`src/rtl/privilege_trap_controller.sv`:
```
// privilege_trap_controller: sequences user->kernel traps and kernel->user returns, owns the Mode bit
module privilege_trap_controller #(
   parameter int              PC_W         = 16,
   parameter logic [PC_W-1:0] VEC_ADDR     = 'h0010,
   parameter int              FLUSH_CYCLES = 3
) (
   input  logic            clk,
   input  logic            rst,
   input  logic            i_illegal_pc,
   input  logic            i_illegal_mem,
   input  logic [PC_W-1:0] i_pc_fault,
   input  logic [PC_W-1:0] i_pc_mem,
   input  logic            i_syscall,
   input  logic [PC_W-1:0] i_pc_sys,
   input  logic            i_rti,
   input  logic            i_stall,
   output logic            o_mode,
   output logic            o_flush,
   output logic            o_redirect,
   output logic [PC_W-1:0] o_redirect_pc,
   output logic [PC_W-1:0] o_epc,
   output logic [1:0]      o_cause,
   output logic            o_busy
);
   localparam int CW = FLUSH_CYCLES > 1 ? $clog2(FLUSH_CYCLES) : 1;
   typedef enum logic [2:0] {S_KERNEL, S_USER, S_DRAIN, S_VECTOR, S_RETURN} state_t;
   state_t          r_state, w_state;
   logic [CW-1:0]   r_cnt, w_cnt;
   logic [PC_W-1:0] w_epc, w_rpc;
   logic [1:0]      w_cause;
   logic            w_event;
   assign w_event = i_illegal_mem | i_illegal_pc | i_syscall;
   always_comb begin
      w_state = r_state;
      w_cnt   = r_cnt;
      w_epc   = o_epc;
      w_cause = o_cause;
      w_rpc   = o_redirect_pc;
      case (r_state)
         S_USER: if (w_event) begin
            w_state = S_DRAIN;
            w_cnt   = CW'(FLUSH_CYCLES - 1);
            // older instruction (memory stage) wins over the branch, which wins over the syscall
            w_epc   = i_illegal_mem ? i_pc_mem : i_illegal_pc ? i_pc_fault : i_pc_sys + 1'b1;
            w_cause = i_illegal_mem ? 2'b10 : i_illegal_pc ? 2'b01 : 2'b11;
         end
         S_DRAIN: if (r_cnt == '0) begin
            w_state = S_VECTOR;
            w_rpc   = VEC_ADDR;
         end else w_cnt = r_cnt - 1'b1;
         S_VECTOR: w_state = i_stall ? S_VECTOR : S_KERNEL;
         S_KERNEL: if (i_rti) begin
            w_state = S_RETURN;
            w_rpc   = o_epc;
         end
         S_RETURN: if (!i_stall) begin
            w_state = S_USER;
            w_cause = 2'b00;
         end
         default: w_state = S_KERNEL;
      endcase
   end
   // outputs are registered from the next state so they line up with r_state
   always_ff @(posedge clk) begin
      if (rst) begin
         r_state       <= S_KERNEL;
         r_cnt         <= '0;
         o_mode        <= 1'b1;
         o_flush       <= 1'b0;
         o_redirect    <= 1'b0;
         o_redirect_pc <= '0;
         o_epc         <= '0;
         o_cause       <= 2'b00;
         o_busy        <= 1'b0;
      end else begin
         r_state       <= w_state;
         r_cnt         <= w_cnt;
         o_mode        <= w_state != S_USER;
         o_flush       <= w_state == S_DRAIN;
         o_redirect    <= w_state == S_VECTOR || w_state == S_RETURN;
         o_redirect_pc <= w_rpc;
         o_epc         <= w_epc;
         o_cause       <= w_cause;
         o_busy        <= w_state == S_DRAIN || w_state == S_VECTOR || w_state == S_RETURN;
      end
   end
endmodule
```
`config.mk`:
```
export PLATFORM = sky130hd
export DESIGN_NAME = privilege_trap_controller
export DESIGN_NICKNAME = d
export VERILOG_FILES = /design/src/rtl/privilege_trap_controller.sv
export SDC_FILE = /design/constraint.sdc
export NUM_CORES = 1
export LEC_CHECK = 0
export BUFFER_PORTS_ARGS = -buffer_cell sky130_fd_sc_hd__buf_2
export CAP_MARGIN = 20
export CORE_MARGIN = 4
export CORE_UTILIZATION = 25
export CTS_CLUSTER_DIAMETER = 30
export DETAILED_ROUTE_END_ITERATION = 8
export MAX_ROUTING_LAYER = met4
export REMOVE_ABC_BUFFERS = 1
export SLEW_MARGIN = 20
export SYNTH_ARGS = -nofsm -noshare
export SYNTH_HDL_FRONTEND = slang
export SYNTH_SLANG_ARGS = --single-unit
```
`constraint.sdc`:
```
create_clock -name clk -period 2.7 [get_ports clk]
set_input_delay 0.27 -clock clk [delete_from_list [all_inputs] [get_ports clk]]
set_output_delay 0.27 -clock clk [all_outputs]
set_load 0.005 [all_outputs]
```
Word-level counts from Yosys, hierarchy flattened
Cells that the tools add are included.
{ "op_classes": {"n_addsub": 2, "n_eq_ne": 13, "n_mux": 19, "bitwise": 2, "reduce_logical": 12} }
{ "ops": {"columns": ["op", "count"], "rows": [
  ["2-to-1 mux 16 bit", 4],
  ["case mux 16 bit (2 select lines)", 1],
  ["adder 16 x 1 -> 16 bit, second input constant", 1],
  ["case mux 3 bit (5 select lines)", 1],
  ["2-to-1 mux 2 bit", 7],
  ["equality test 3 x 2 -> 1 bit, second input constant", 4],
  ["2-to-1 mux 3 bit", 4],
  ["inequality test 2 bit, second input constant", 5],
  ["AND reduction 3 bit", 3],
  ["case mux 2 bit (2 select lines)", 2],
  ["equality test 3 bit, second input constant", 2],
  ["nonzero test 2 bit", 3],
  ["equality test 3 x 1 -> 1 bit, second input constant", 1],
  ["zero test 3 bit", 1],
  ["logical OR 1 bit", 3],
  ["inequality test 3 x 1 -> 1 bit, second input constant", 1],
  ["zero test 2 bit", 1],
  ["bitwise OR 1 bit", 2],
  ["AND reduction 2 bit", 1],
  ["subtractor 2 x 1 -> 2 bit, second input constant", 1]
]} }
{ "totals": {"register_bits": 43, "input_bits": 55, "out_inout_bits": 38, "word_cells": 57} }

Longest topological paths before layout
{ "logic_depth": {"ltp_word": 7, "mapped_depth": 8, "mapped_depth_nobuf": 7} }

Least setup slack after synthesis
OpenSTA, ideal clock, no wires.
{ "synth_path": {"kind": "input to register", "startpoint": "input i_pc_sys[0]", "endpoint": "register o_epc[10]", "setup_ns": 0.135, "arrival_time_ns": 1.442, "required_time_ns": 2.565, "slack_ns": 1.123, "cell_stages": 6, "cell_sequence": "ha_1 nand2_1 nor3_4 mux2_1 a221oi_1 a211oi_1"} }
{ "synth_via": {"elab_chain_len": 3} }
{ "synth_lines": {"columns": ["element", "line_no", "rtl"], "rows": [
  ["start: declaration", "14", "input logic [PC_W-1:0] i_pc_sys,"],
  ["adder 16 x 1 -> 16 bit", "44", "w_epc = i_illegal_mem ? i_pc_mem : i_illegal_pc ? i_pc_fault : i_pc_sys + 1'b1;"],
  ["2-to-1 mux 16 bit (2 in a row)", "44", null],
  ["end signal: assignment", "82", "o_epc <= w_epc;"],
  ["end: declaration", "21", "output logic [PC_W-1:0] o_epc,"]
]} }
Every way passes these cells.
A chain may end at the register's enable or synchronous reset.

Worst setup path after layout
{ "layout_path": {"startpoint": "register r_state[0]", "endpoint": "register o_epc[6]"} }
{ "layout_via": {"elab_chain_len": 2} }
{ "layout_lines": {"columns": ["element", "line_no", "rtl"], "rows": [
  ["start: declaration", "27", "state_t r_state, w_state;"],
  ["start signal: assignment", "76", "r_state <= w_state;"],
  ["equality test 3 x 1 -> 1 bit", "39", "case (r_state)"],
  ["AND reduction 2 bit (no source line)", null, null]
]} }
Every way passes these cells.

==> results.md <==
- Result of the run: completed
- Total number of nets in the final design: 409
- Flop-to-flop setup slack: 0.80 ns
- Setup WS pre-CTS: 0.778 ns
- Average size of a mapped cell: 8.32 sq um
- Worst-case headroom to the max-slew limit: 0.490
- Clock Sink Count: 43
- Insertion delay of the later-clocked pin in the worst-skew pair: 0.29 ns
- Final setup skew: 0.0114 ns
- Worst endpoint required time: 2.90 ns
- Maximum number of pins on one net before global-route repair: 44
- CTS tree: built
- Met2 global-route usage: 0.207
- Most used standard cells in the synthesized netlist: 43 x sky130_fd_sc_hd__dfxtp_1, 35 x sky130_fd_sc_hd__nor2_1, 23 x sky130_fd_sc_hd__a21oi_1
- Cell variety after synth: 49
- Cell with the most instances after synthesis: sky130_fd_sc_hd__dfxtp_1
- Hold violation total from the final report: 0
- Seq/Total Area, Yosys: 0.382
- Max Fanout on Critical Path: 14
- Gate count after technology mapping: 271
- Unrepaired setup endpoints after global routing: no
- Fraction of layout cells with a size suffix above 1: 0.330
- CTS hold repair buffers: 0
- Clock slew at the register clock pins of the worst setup and hold paths: 0.09 ns
- GR peak layer: met2
- Max rail drop VDD: 0.195 mV
- Length in cells of the worst reg-to-reg path: 6
- GRT overflow: 0
- Most instantiated flip-flop cell in the synthesis netlist: sky130_fd_sc_hd__dfxtp_1
- Number of port buffers: 92
- Worst hold-check path type: in -> reg
- Total count of max-transition violations in the final report: 0
- Count of max-cap constraint violations: 0
- Timing-limited maximum frequency: 526 MHz
- Total wirelength of the detailed-routed design: 6.75 mm
- Grt met1 use: 0.167
- Die outline area: 10600 sq um
- DRT iter0 DRCs: 176
- Vias per cell: 4.85
- Inserted Clock Buffers: 5
- Instance count along the most critical hold path: 3
- Ports placed on the boundary: 93
- Final critical-path share of the clock period: 0.704
- Total number of placement rows: 34
- Depth of the CTS H-tree: 2
- Synthesized flop and latch total: 43
- Setup bufs post-CTS: 0
- Classification of the worst setup path: reg -> reg
- Leakage power summed over all cells: 1.22 nW
- Average detailed-routed wire length per instance: 14.7 um
- Placer's final routability congestion estimate: 0.848
- Floorplan die width: 103 um
- Worst-Margin Slew: 0.766 ns
- Global-route wire length before repair: 10.4 mm
- Final ANT Viol Nets: 0
- Clock period minus worst slack: 1.90 ns
- Crit path setup slack, layout: 0.799 ns
- Ratio of total power to cell area: 492 nW/um^2
- Crit end category: flop
- Placed wire-length estimate: 5.38 mm
- Synth area leaders: sky130_fd_sc_hd__dfxtp_1 38%, sky130_fd_sc_hd__nor2_1 5.8%, sky130_fd_sc_hd__a21oi_1 5.1%, sky130_fd_sc_hd__nand2_1 3.7%, sky130_fd_sc_hd__nor3_1 3.3%
- Global router's overall resource usage: 0.128
- Via count: 2230
- Residual DRC count: 0
- Post-cts sizing count: 0
- Area of the core region: 8760 sq um
- Total of warnings raised by yosys: 0
- Total standard cell area after synthesis: 2250 sq um
- Post-layout utilization of the core: 0.327
- Total negative slack: 0 ns
- CP arrival: 2.10 ns
- Setup violators final: 0
- Via count of the first global-routing pass: 2068
- Met3 Usage GRT: 0.0189
- Number of cells in the finished layout apart from fillers: 460
- Max Root-Sink Buffers: 2
- Cell total after placement: 453
- Number of flops mapped to enable cells by yosys: 0
- DRT Pass-1 Iters: 5
- Post-synth top area cell: sky130_fd_sc_hd__dfxtp_1
- Inserted Diodes: 0
- Initial Util: 0.257
- Post-synth top area share: 0.382
- Startpoint type of the worst setup path: flop
- Die Height: 103 um
- Area added between synthesis and finish: 27.3%
- Master cell of the clock root buffer: sky130_fd_sc_hd__clkbuf_8
- Async set-reset flop share out of synthesis: 0
- Initial antenna violation count: 0
## cell usage in the layout (no fill, tap or decap), drive strengths merged, types with 2 or more instances in the layout
cell type and instances:
nor2 36, a21o 2, nand2b 4, dfxtp 43
nand3 14, mux2i 6, a22oi 8, a31oi 3
nor3b 2, clkbuf 5, ha 2, o21a 4
o21ai 7, inv 7, buf 94, nor4 3
a221o 3, nor2b 4, xnor2 5, and2 2
nand2 22, nor3 19, a21oi 23, a211oi 9
xor2 5, mux2 3, a221oi 4, a222oi 3
nand3b 2
## routing by layer
| layer | vias to the layer above | part of all wire |
|---|---|---|
| met5 | - | 0 |
| met4 | 0 | 0.011 |
| met3 | 7 | 0.057 |
| met2 | 73 | 0.48 |
| met1 | 1021 | 0.45 |
| li1 | 1129 | - |
## final cells by class
cell class              count  area, sq um
fillers                   970         5890
multi-input cells         201         1260
flip-flops and latches     43          861
repair buffers             94          475
well taps                 108          135
clock buffers               5         68.8
clock inverters             2         37.5
inverters                   7         26.3
## stage by stage
step	power, mW	area, sq um	hold slack, ns
after floorplan	0.812	2150	0.335
after global placement	0.940	2760	0.438
after detailed placement	0.944	2760	0.443
after CTS	1.43	2870	0.318
after global routing	1.48	2870	0.347
final	1.41	2870	0.326
## critical path, stage by stage, from the launching register on
cell	delay [ns]
sky130_fd_sc_hd__dfxtp_1	0.53
sky130_fd_sc_hd__nor2b_1	0.25
sky130_fd_sc_hd__nand2b_1	0.14
sky130_fd_sc_hd__nor2_2	0.33
sky130_fd_sc_hd__buf_4	0.27
sky130_fd_sc_hd__nor2_1	0.06
sky130_fd_sc_hd__a211oi_1	0.22
## logic make-up (layout without fill, tap and decap cells)
| logic type | count (synthesis) | count (layout) | share of synthesized area |
|---|---|---|---|
| AND/OR/NAND/NOR | 112 | 112 | 0.261 |
| flip-flops | 43 | 43 | 0.382 |
| adder cells (fa/ha/maj) | 2 | 2 | 0.0111 |
| buffers and inverters | 27 | 108 | 0.0566 |
| XOR/XNOR | 10 | 10 | 0.0389 |
| multiplexers | 9 | 9 | 0.0416 |
| AO/OA/AOI/OAI | 68 | 68 | 0.209 |
## power by group
group / switching [mW] / internal, mW
sequential: 0.0234 / 0.658
combinational: 0.144 / 0.102
clock: 0.215 / 0.270
total: 0.382 / 1.03
## sequential cells by signal, indices dropped and copies added, names as in the netlist
name           count
r_cnt              2
o_busy             1
o_cause            2
o_epc             16
o_redirect_pc     16
r_state            3
o_flush            1
o_mode             1
o_redirect         1
## worst paths after layout
path | startpoint | end
max | r_state[0]$_SDFF_PP0_ | o_epc[6]$_SDFFE_PP0P_
min | i_stall | o_redirect$_SDFF_PP0_
max reg2reg | r_state[0]$_SDFF_PP0_ | o_epc[6]$_SDFFE_PP0P_
min reg2reg | o_redirect_pc[11]$_SDFFE_PP0P_ | o_redirect_pc[11]$_SDFFE_PP0P_
Note: power is estimated with default switching activity, not from simulation.
